$ cat src/rtl/uart_imem_loader_pkg.sv
// uart_imem_loader_pkg
//   Shared constants for the UART instruction-memory loader: RX FSM state
//   encoding, 8N1 framing constants and the baud divisor computation.
package uart_imem_loader_pkg;

    // RX FSM encoding
    localparam logic [1:0] RX_IDLE  = 2'd0;
    localparam logic [1:0] RX_START = 2'd1;
    localparam logic [1:0] RX_DATA  = 2'd2;
    localparam logic [1:0] RX_STOP  = 2'd3;

    localparam int DATA_BITS = 8;

    // Clocks per UART bit, rounded to nearest.
    function automatic int calc_div(input int clk_hz, input int baud);
        return (clk_hz + baud / 2) / baud;
    endfunction

endpackage

$ cat src/rtl/uart_rx_byte.sv
// uart_rx_byte
//   8N1 UART byte receiver with a 2-FF input synchroniser.
//   Ports:
//     clk, rst     system clock, async active-low reset
//     rx           raw UART line (asynchronous)
//     enable       synchronised load-mode level; gates new start bits only
//     rx_byte      last received byte (LSB first on the wire)
//     byte_valid   1-cycle pulse at the stop-bit sample when stop = 1
//     byte_err     1-cycle pulse at the stop-bit sample when stop = 0
//     busy         FSM not idle
module uart_rx_byte
    import uart_imem_loader_pkg::*;
#(
    parameter int CLK_HZ = 50_000_000,
    parameter int BAUD   = 115_200
) (
    input  logic       clk,
    input  logic       rst,
    input  logic       rx,
    input  logic       enable,
    output logic [7:0] rx_byte,
    output logic       byte_valid,
    output logic       byte_err,
    output logic       busy
);
    localparam int DIV   = calc_div(CLK_HZ, BAUD);
    localparam int CNT_W = (DIV > 1) ? $clog2(DIV) : 1;
    localparam logic [CNT_W-1:0] FULL_CNT = CNT_W'(DIV - 1);
    localparam logic [CNT_W-1:0] HALF_CNT = CNT_W'(DIV / 2 - 1);
    localparam logic [CNT_W-1:0] CNT_ONE  = CNT_W'(1);

    logic             rx_meta, rx_s, rx_q;
    logic [1:0]       state;
    logic [CNT_W-1:0] cnt;
    logic [2:0]       bit_idx;
    logic             tick;

    // Start state samples at half a bit to land mid-bit for the rest.
    assign tick       = (cnt == ((state == RX_START) ? HALF_CNT : FULL_CNT));
    // Combinational so the word strobe can follow the stop sample by one clk.
    assign byte_valid = (state == RX_STOP) && tick && rx_s;
    assign byte_err   = (state == RX_STOP) && tick && !rx_s;
    assign busy       = (state != RX_IDLE);

    always_ff @(posedge clk or negedge rst) begin
        if (!rst) begin
            rx_meta <= 1'b1;
            rx_s    <= 1'b1;
            rx_q    <= 1'b1;
        end else begin
            rx_meta <= rx;
            rx_s    <= rx_meta;
            rx_q    <= rx_s;
        end
    end

    always_ff @(posedge clk or negedge rst) begin
        if (!rst) begin
            state   <= RX_IDLE;
            cnt     <= '0;
            bit_idx <= '0;
            rx_byte <= '0;
        end else begin
            case (state)
                RX_IDLE: begin
                    cnt <= '0;
                    if (enable && rx_q && !rx_s) state <= RX_START;
                end
                RX_START: begin
                    if (tick) begin
                        cnt     <= '0;
                        bit_idx <= '0;
                        // High at mid start bit means a glitch: drop silently.
                        state   <= rx_s ? RX_IDLE : RX_DATA;
                    end else begin
                        cnt <= cnt + CNT_ONE;
                    end
                end
                RX_DATA: begin
                    if (tick) begin
                        cnt     <= '0;
                        rx_byte <= {rx_s, rx_byte[7:1]};
                        bit_idx <= bit_idx + 3'd1;
                        if (bit_idx == 3'(DATA_BITS - 1)) state <= RX_STOP;
                    end else begin
                        cnt <= cnt + CNT_ONE;
                    end
                end
                default: begin // RX_STOP
                    if (tick) begin
                        cnt   <= '0;
                        state <= RX_IDLE;
                    end else begin
                        cnt <= cnt + CNT_ONE;
                    end
                end
            endcase
        end
    end

endmodule

$ cat src/rtl/uart_imem_loader.sv
// uart_imem_loader
//   Receives bytes over UART, packs them little-endian into 32-bit words and
//   writes them to sequential instruction-memory addresses while holding the
//   CPU in reset.
//   Ports:
//     clk, rst     system clock, async active-low reset
//     rx           raw UART line
//     load_en      load-mode request level (switch)
//     we           one-cycle write strobe per completed word
//     waddr        word address of the current write
//     wdata        assembled word
//     cpu_hold     processor reset request
//     word_cnt     words written this session
//     frame_err    sticky: a byte had a bad stop bit
//     full         sticky: last address has been written
module uart_imem_loader
    import uart_imem_loader_pkg::*;
#(
    parameter int CLK_HZ = 50_000_000,
    parameter int BAUD   = 115_200,
    parameter int ADDR_W = 6
) (
    input  logic              clk,
    input  logic              rst,
    input  logic              rx,
    input  logic              load_en,
    output logic              we,
    output logic [ADDR_W-1:0] waddr,
    output logic [31:0]       wdata,
    output logic              cpu_hold,
    output logic [ADDR_W:0]   word_cnt,
    output logic              frame_err,
    output logic              full
);
    localparam logic [ADDR_W-1:0] LAST_ADDR = '1;
    localparam logic [ADDR_W-1:0] ADDR_ONE  = ADDR_W'(1);
    localparam logic [ADDR_W:0]   CNT_ONE   = (ADDR_W + 1)'(1);

    logic       load_meta, load_s, load_q, load_rise;
    logic [7:0] rx_byte;
    logic       byte_valid, byte_err, busy;
    logic [1:0] byte_idx;
    logic       word_done;

    assign load_rise = load_s && !load_q;
    // we doubles as the pending-write flag so hold outlives the strobe.
    assign cpu_hold  = load_s || busy || we;

    uart_rx_byte #(.CLK_HZ(CLK_HZ), .BAUD(BAUD)) u_rx (
        .clk        (clk),
        .rst        (rst),
        .rx         (rx),
        .enable     (load_s),
        .rx_byte    (rx_byte),
        .byte_valid (byte_valid),
        .byte_err   (byte_err),
        .busy       (busy)
    );

    always_ff @(posedge clk or negedge rst) begin
        if (!rst) begin
            load_meta <= 1'b0;
            load_s    <= 1'b0;
            load_q    <= 1'b0;
        end else begin
            load_meta <= load_en;
            load_s    <= load_meta;
            load_q    <= load_s;
        end
    end

    always_ff @(posedge clk or negedge rst) begin
        if (!rst) begin
            we        <= 1'b0;
            word_done <= 1'b0;
            waddr     <= '0;
            wdata     <= '0;
            word_cnt  <= '0;
            frame_err <= 1'b0;
            full      <= 1'b0;
            byte_idx  <= '0;
        end else begin
            we        <= 1'b0;
            word_done <= 1'b0;
            if (load_rise) begin
                waddr     <= '0;
                word_cnt  <= '0;
                byte_idx  <= '0;
                frame_err <= 1'b0;
                full      <= 1'b0;
            end else begin
                if (byte_err) begin
                    frame_err <= 1'b1;
                    byte_idx  <= '0;
                end else if (byte_valid) begin
                    wdata[{byte_idx, 3'b000} +: 8] <= rx_byte;
                    if (byte_idx == 2'd3) begin
                        word_done <= 1'b1;
                        // Once full, words are still received but not written.
                        we        <= !full;
                    end else begin
                        byte_idx <= byte_idx + 2'd1;
                    end
                end
                if (word_done) begin
                    byte_idx <= '0;
                    if (we) begin
                        word_cnt <= word_cnt + CNT_ONE;
                        if (waddr == LAST_ADDR) full  <= 1'b1;
                        else                    waddr <= waddr + ADDR_ONE;
                    end
                end
            end
        end
    end

endmodule

$ cat config.mk
export PLATFORM = sky130hd
export DESIGN_NAME = uart_imem_loader
export DESIGN_NICKNAME = d
export VERILOG_FILES = /design/src/rtl/uart_imem_loader_pkg.sv /design/src/rtl/uart_rx_byte.sv /design/src/rtl/uart_imem_loader.sv
export SDC_FILE = /design/constraint.sdc
export NUM_CORES = 1
export LEC_CHECK = 0
export CELL_PAD_IN_SITES_DETAIL_PLACEMENT = 2
export CELL_PAD_IN_SITES_GLOBAL_PLACEMENT = 2
export CORE_MARGIN = 1.5
export CORE_UTILIZATION = 39
export CTS_BUF_LIST = sky130_fd_sc_hd__clkbuf_8
export CTS_CLUSTER_SIZE = 8
export DETAILED_ROUTE_END_ITERATION = 8
export HOLD_SLACK_MARGIN = 0.03
export PLACE_DENSITY_LB_ADDON = 0.1
export SLEW_MARGIN = 20
export SYNTH_ARGS = -nofsm -noshare
export SYNTH_HDL_FRONTEND = slang
export SYNTH_SLANG_ARGS = --single-unit
$ cat constraint.sdc
create_clock -name clk -period 5.5 [get_ports clk]
set_clock_uncertainty 0.05 [all_clocks]
set_input_delay 0.55 -clock clk [delete_from_list [all_inputs] [get_ports clk]]
set_output_delay 0.55 -clock clk [all_outputs]
set_load 0.01 [all_outputs]
==> summary.txt <==
Yosys
  • Distinct cells, synth: 42
  • Mux share of post-synthesis cell area: 7.560%
  • Most area-hungry cell type in the Yosys netlist: dfrtp_1
  • Compound-Gate Fraction of Synth Area: 7.105%
  • Yosys top cell area share: a little over half
  • Avg Inst Size Synth: 10.54 um^2
  • Synth Area in XOR/XNOR: 4.165%
  • Synth top area cells: dfrtp_1 (53%), nand2_1 (6.4%), mux2i_1 (5.0%)
  • Mapped cell area: 3575 um^2
  • Register bit count reported by yosys: 79
  • Syn. warnings: 0
  • Syn_nets: 353
  • Post-Syn Instances: roughly 340
  • Register area share after synthesis: a little under three fifths
  • Adder-Cell Fraction of Synth Area: under 10%
  • Post-Synth Simple-Gate Area: 18.94%
  • Largest family of logic cells by synthesized area: simple AND/OR/NAND/NOR gates

GRT
  • Initial antenna violation count: 0
  • Global-route wire length before repair: 15680 um
  • Grt ovf: 0
  • Global Route met3 Usage: under 10%
  • Tot GR Track Use: 20.84%
  • GR peak layer: met2
  • Grt met2 use: 35.49%
  • Vias in the first global route: 3025
  • Met1 GRT Util: 26.44%
  • Largest net degree at the start of global routing: 80

Placed design
  • Post-place setup slack: 2910 ps
  • Post-DP HPWL: roughly 6400 um
  • Post-DP Area: between 4000 and 5000 um^2
  • GPL Wtd Cong: 0.7792
  • Port Buffers: 52

Floorplan
  • IO Pins: between 50 and 60
  • Initial Util: 40.59%
  • Die Width: 98.74 um
  • Rows: 34
  • Die height: 98.74 um
  • Core area: 8806 um^2
  • Die area: 9750 um^2

STA
  • Slew @ Worst Pin: ~1000 ps
  • Relative slew slack: 31.56%
  • Final worst-path cycle share: 48.42%
  • Setup tns final: 0 ps
  • Max Freq: 375.5 MHz
  • Final setup viols: 0
  • Slew Limit Fails: 0
  • RSZ-0062 raised after global routing: false
  • Endpoints failing hold: 0
  • Hold_ws: 158.0 ps
  • Fin crit period: around 2700 ps
  • Final WS setup: between 2000 and 3000 ps

Clocking
  • Worst-skew pair later-pin latency: about 360 ps
  • Clk root buf: clkbuf_8
  • TritonCTS Buffers: 9
  • Maximum clock insertion buffer count: 2
  • Num Clock Sinks: 79
  • TritonCTS clock tree: done
  • # hold bufs at CTS: 0
  • # H-tree levels: 3
  • Postcts setup bufs: 0
  • Clock transition at the registers of the reported paths: 80 ps
  • Post-CTS sizing: 0

Cells and area
  • Syn-to-layout area delta: 23.63%
  • Register area: 1981 um^2
  • # fillers: about 920
  • Layout cell share with drive strength beyond 1: approximately 9%
  • Multi-input gate area: 1483 um^2
  • Inserted Diodes: 0
  • Highest-count cells in the layout ignoring fill and taps: dfrtp_1 (76), nand2_1 (61), clkdlybuf4s50_1 (51)
  • Final net count: 409
  • Finished Cell Area: 4419 um^2
  • Core Util, Final: 50.18%
  • Most common cell after layout, fill and taps aside: dfrtp_1

Status
  • Outcome: complete, no violations

Power
  • Comb pwr share: under 10%
  • Peak supply drop: 0.1368 mV
  • P_sw: ~0.00029 W
  • Seq pwr share: 54.6%
  • Clock power share: 38.9%
  • Cell internal pwr: 0.0008900 W
  • P per Cell Area: about 270 nW/um^2
  • Sw frac: 24.58%
  • Lkg Pwr: about 2 nW

Critical path
  • Critical Path RT: 5690 ps
  • Kind of critical path: reg2reg
  • Worst setup EP type: flop
  • Crit path arrival time: 2850 ps
  • Crit-path max FO: 13
  • Startpoint types: flop

Route
  • DRT iter0 DRCs: 113
  • Pre-Repair DR Iteration Count: 6
  • Drt total wl: 9265 um
  • Residual DRC: 0
  • Count of antenna-violating nets left after detailed routing: 0
  • Wirelength per Cell: 18.24 um
  • Vias per cell: 5.323
  • DR vias: 2704

Flow run
  • Max-Cap Viols: 0

Min path
  • Hold WC Path Type: in2async
==> final timing paths <==
path | from | cells after the start | slack, ps | to
min in group clk | u_rx.rx_meta | 0 | 310 | u_rx.rx_s
setup reg to reg | u_rx.state[1] | 6 | 2840 | u_rx.rx_byte[3]
max in group asynchronous | rst | 1 | 4700 | u_rx.bit_idx[2]
hold reg to reg | u_rx.rx_meta | 0 | 310 | u_rx.rx_s
hold / removal | rst | 1 | 160 | waddr[3]
setup / recovery | u_rx.state[1] | 6 | 2840 | u_rx.rx_byte[3]
==> per-stage QoR <==
stage                     total power [W]  std cells
final                            0.001180        508
after CTS                        0.001195        508
after detailed placement        0.0007351        492
after global placement          0.0007257        492
after global routing             0.001228        508
after floorplan                 0.0006965        339
==> logic make-up (layout without fill, tap and decap cells) <==
| group | after synthesis | count (layout) |
|---|---|---|
| compound gates | 41 | 41 |
| mux | 26 | 26 |
| simple gates | 135 | 135 |
| xor+xnor | 17 | 17 |
| flops | 79 | 79 |
| fa+ha+maj | 10 | 10 |
| buf+inv | 31 | 92 |
==> metal layers <==
layer | wire [um] | vias to the layer above
met2 | 4672 | 50
met3 | 201 | 15
met5 | 0 | -
met4 | 195 | 0
met1 | 4196 | 1394
li1 | - | 1245
==> cells in the mapped netlist <==
master and number:
o211ai_1 3, dfstp_2 3, ha_1 10, or4b_1 1, o21bai_1 1, o2111ai_1 1, a21oi_1 2, xnor2_1 6
a31oi_1 1, inv_1 23, mux2i_1 18, mux2_2 8, and2_1 1, nand3b_1 1, o21ai_0 20, and3_4 1
nand3_1 13, nor2_1 30, nand4_1 3, nor3b_1 3, a221o_1 1, a211oi_1 4, o21ai_1 3, and3b_1 1
nor2b_1 3, o31ai_1 1, dfrtp_1 76, nand2b_4 1, nor4_4 1, and3_1 6, nand2_1 61, clkbuf_1 6
and4bb_2 1, buf_2 2, nor3_1 4, nand2b_1 1, o21a_1 2, nand4_4 2, and4bb_1 1, o2111a_2 1
xor2_1 11, o21ai_2 1
==> flip-flops by register name, indices dropped and copies added (netlist names), 2 cells and up <==
register,flops
u_rx.cnt,9
u_rx.bit_idx,3
u_rx.state,2
wdata,32
waddr,6
byte_idx,2
u_rx.rx_byte,8
word_cnt,7
==> cell type report <==
| cell class | count | share of cell area (%) |
|---|---|---|
| clock inverter | 7 | 1.840 |
| tap | 108 | 3.058 |
| multi-input combinational | 229 | 33.55 |
| clock buffer | 9 | 2.803 |
| timing repair buffer | 53 | 11.98 |
| sequential | 79 | 44.82 |
| inverter | 23 | 1.954 |
==> power groups by stage <==
stage	clock, W	combinational (W)	sequential (W)
after floorplan	0	0.0000541	0.000642
after global placement	0	0.0000728	0.000653
after detailed placement	0	0.0000801	0.000655
after CTS	0.000471	0.0000804	0.000644
after global routing	0.000491	0.0000886	0.000649
final	0.000459	0.0000772	0.000644
==> worst max-delay path: stages, from the launching register on <==
cell	delay (ps)
dfrtp_1	540
nand2b_4	240
nor4_4	400
o21ai_0	170
buf_4	200
nor2b_1	530
mux2_2	410
Note: power is estimated with default switching activity, not from simulation.
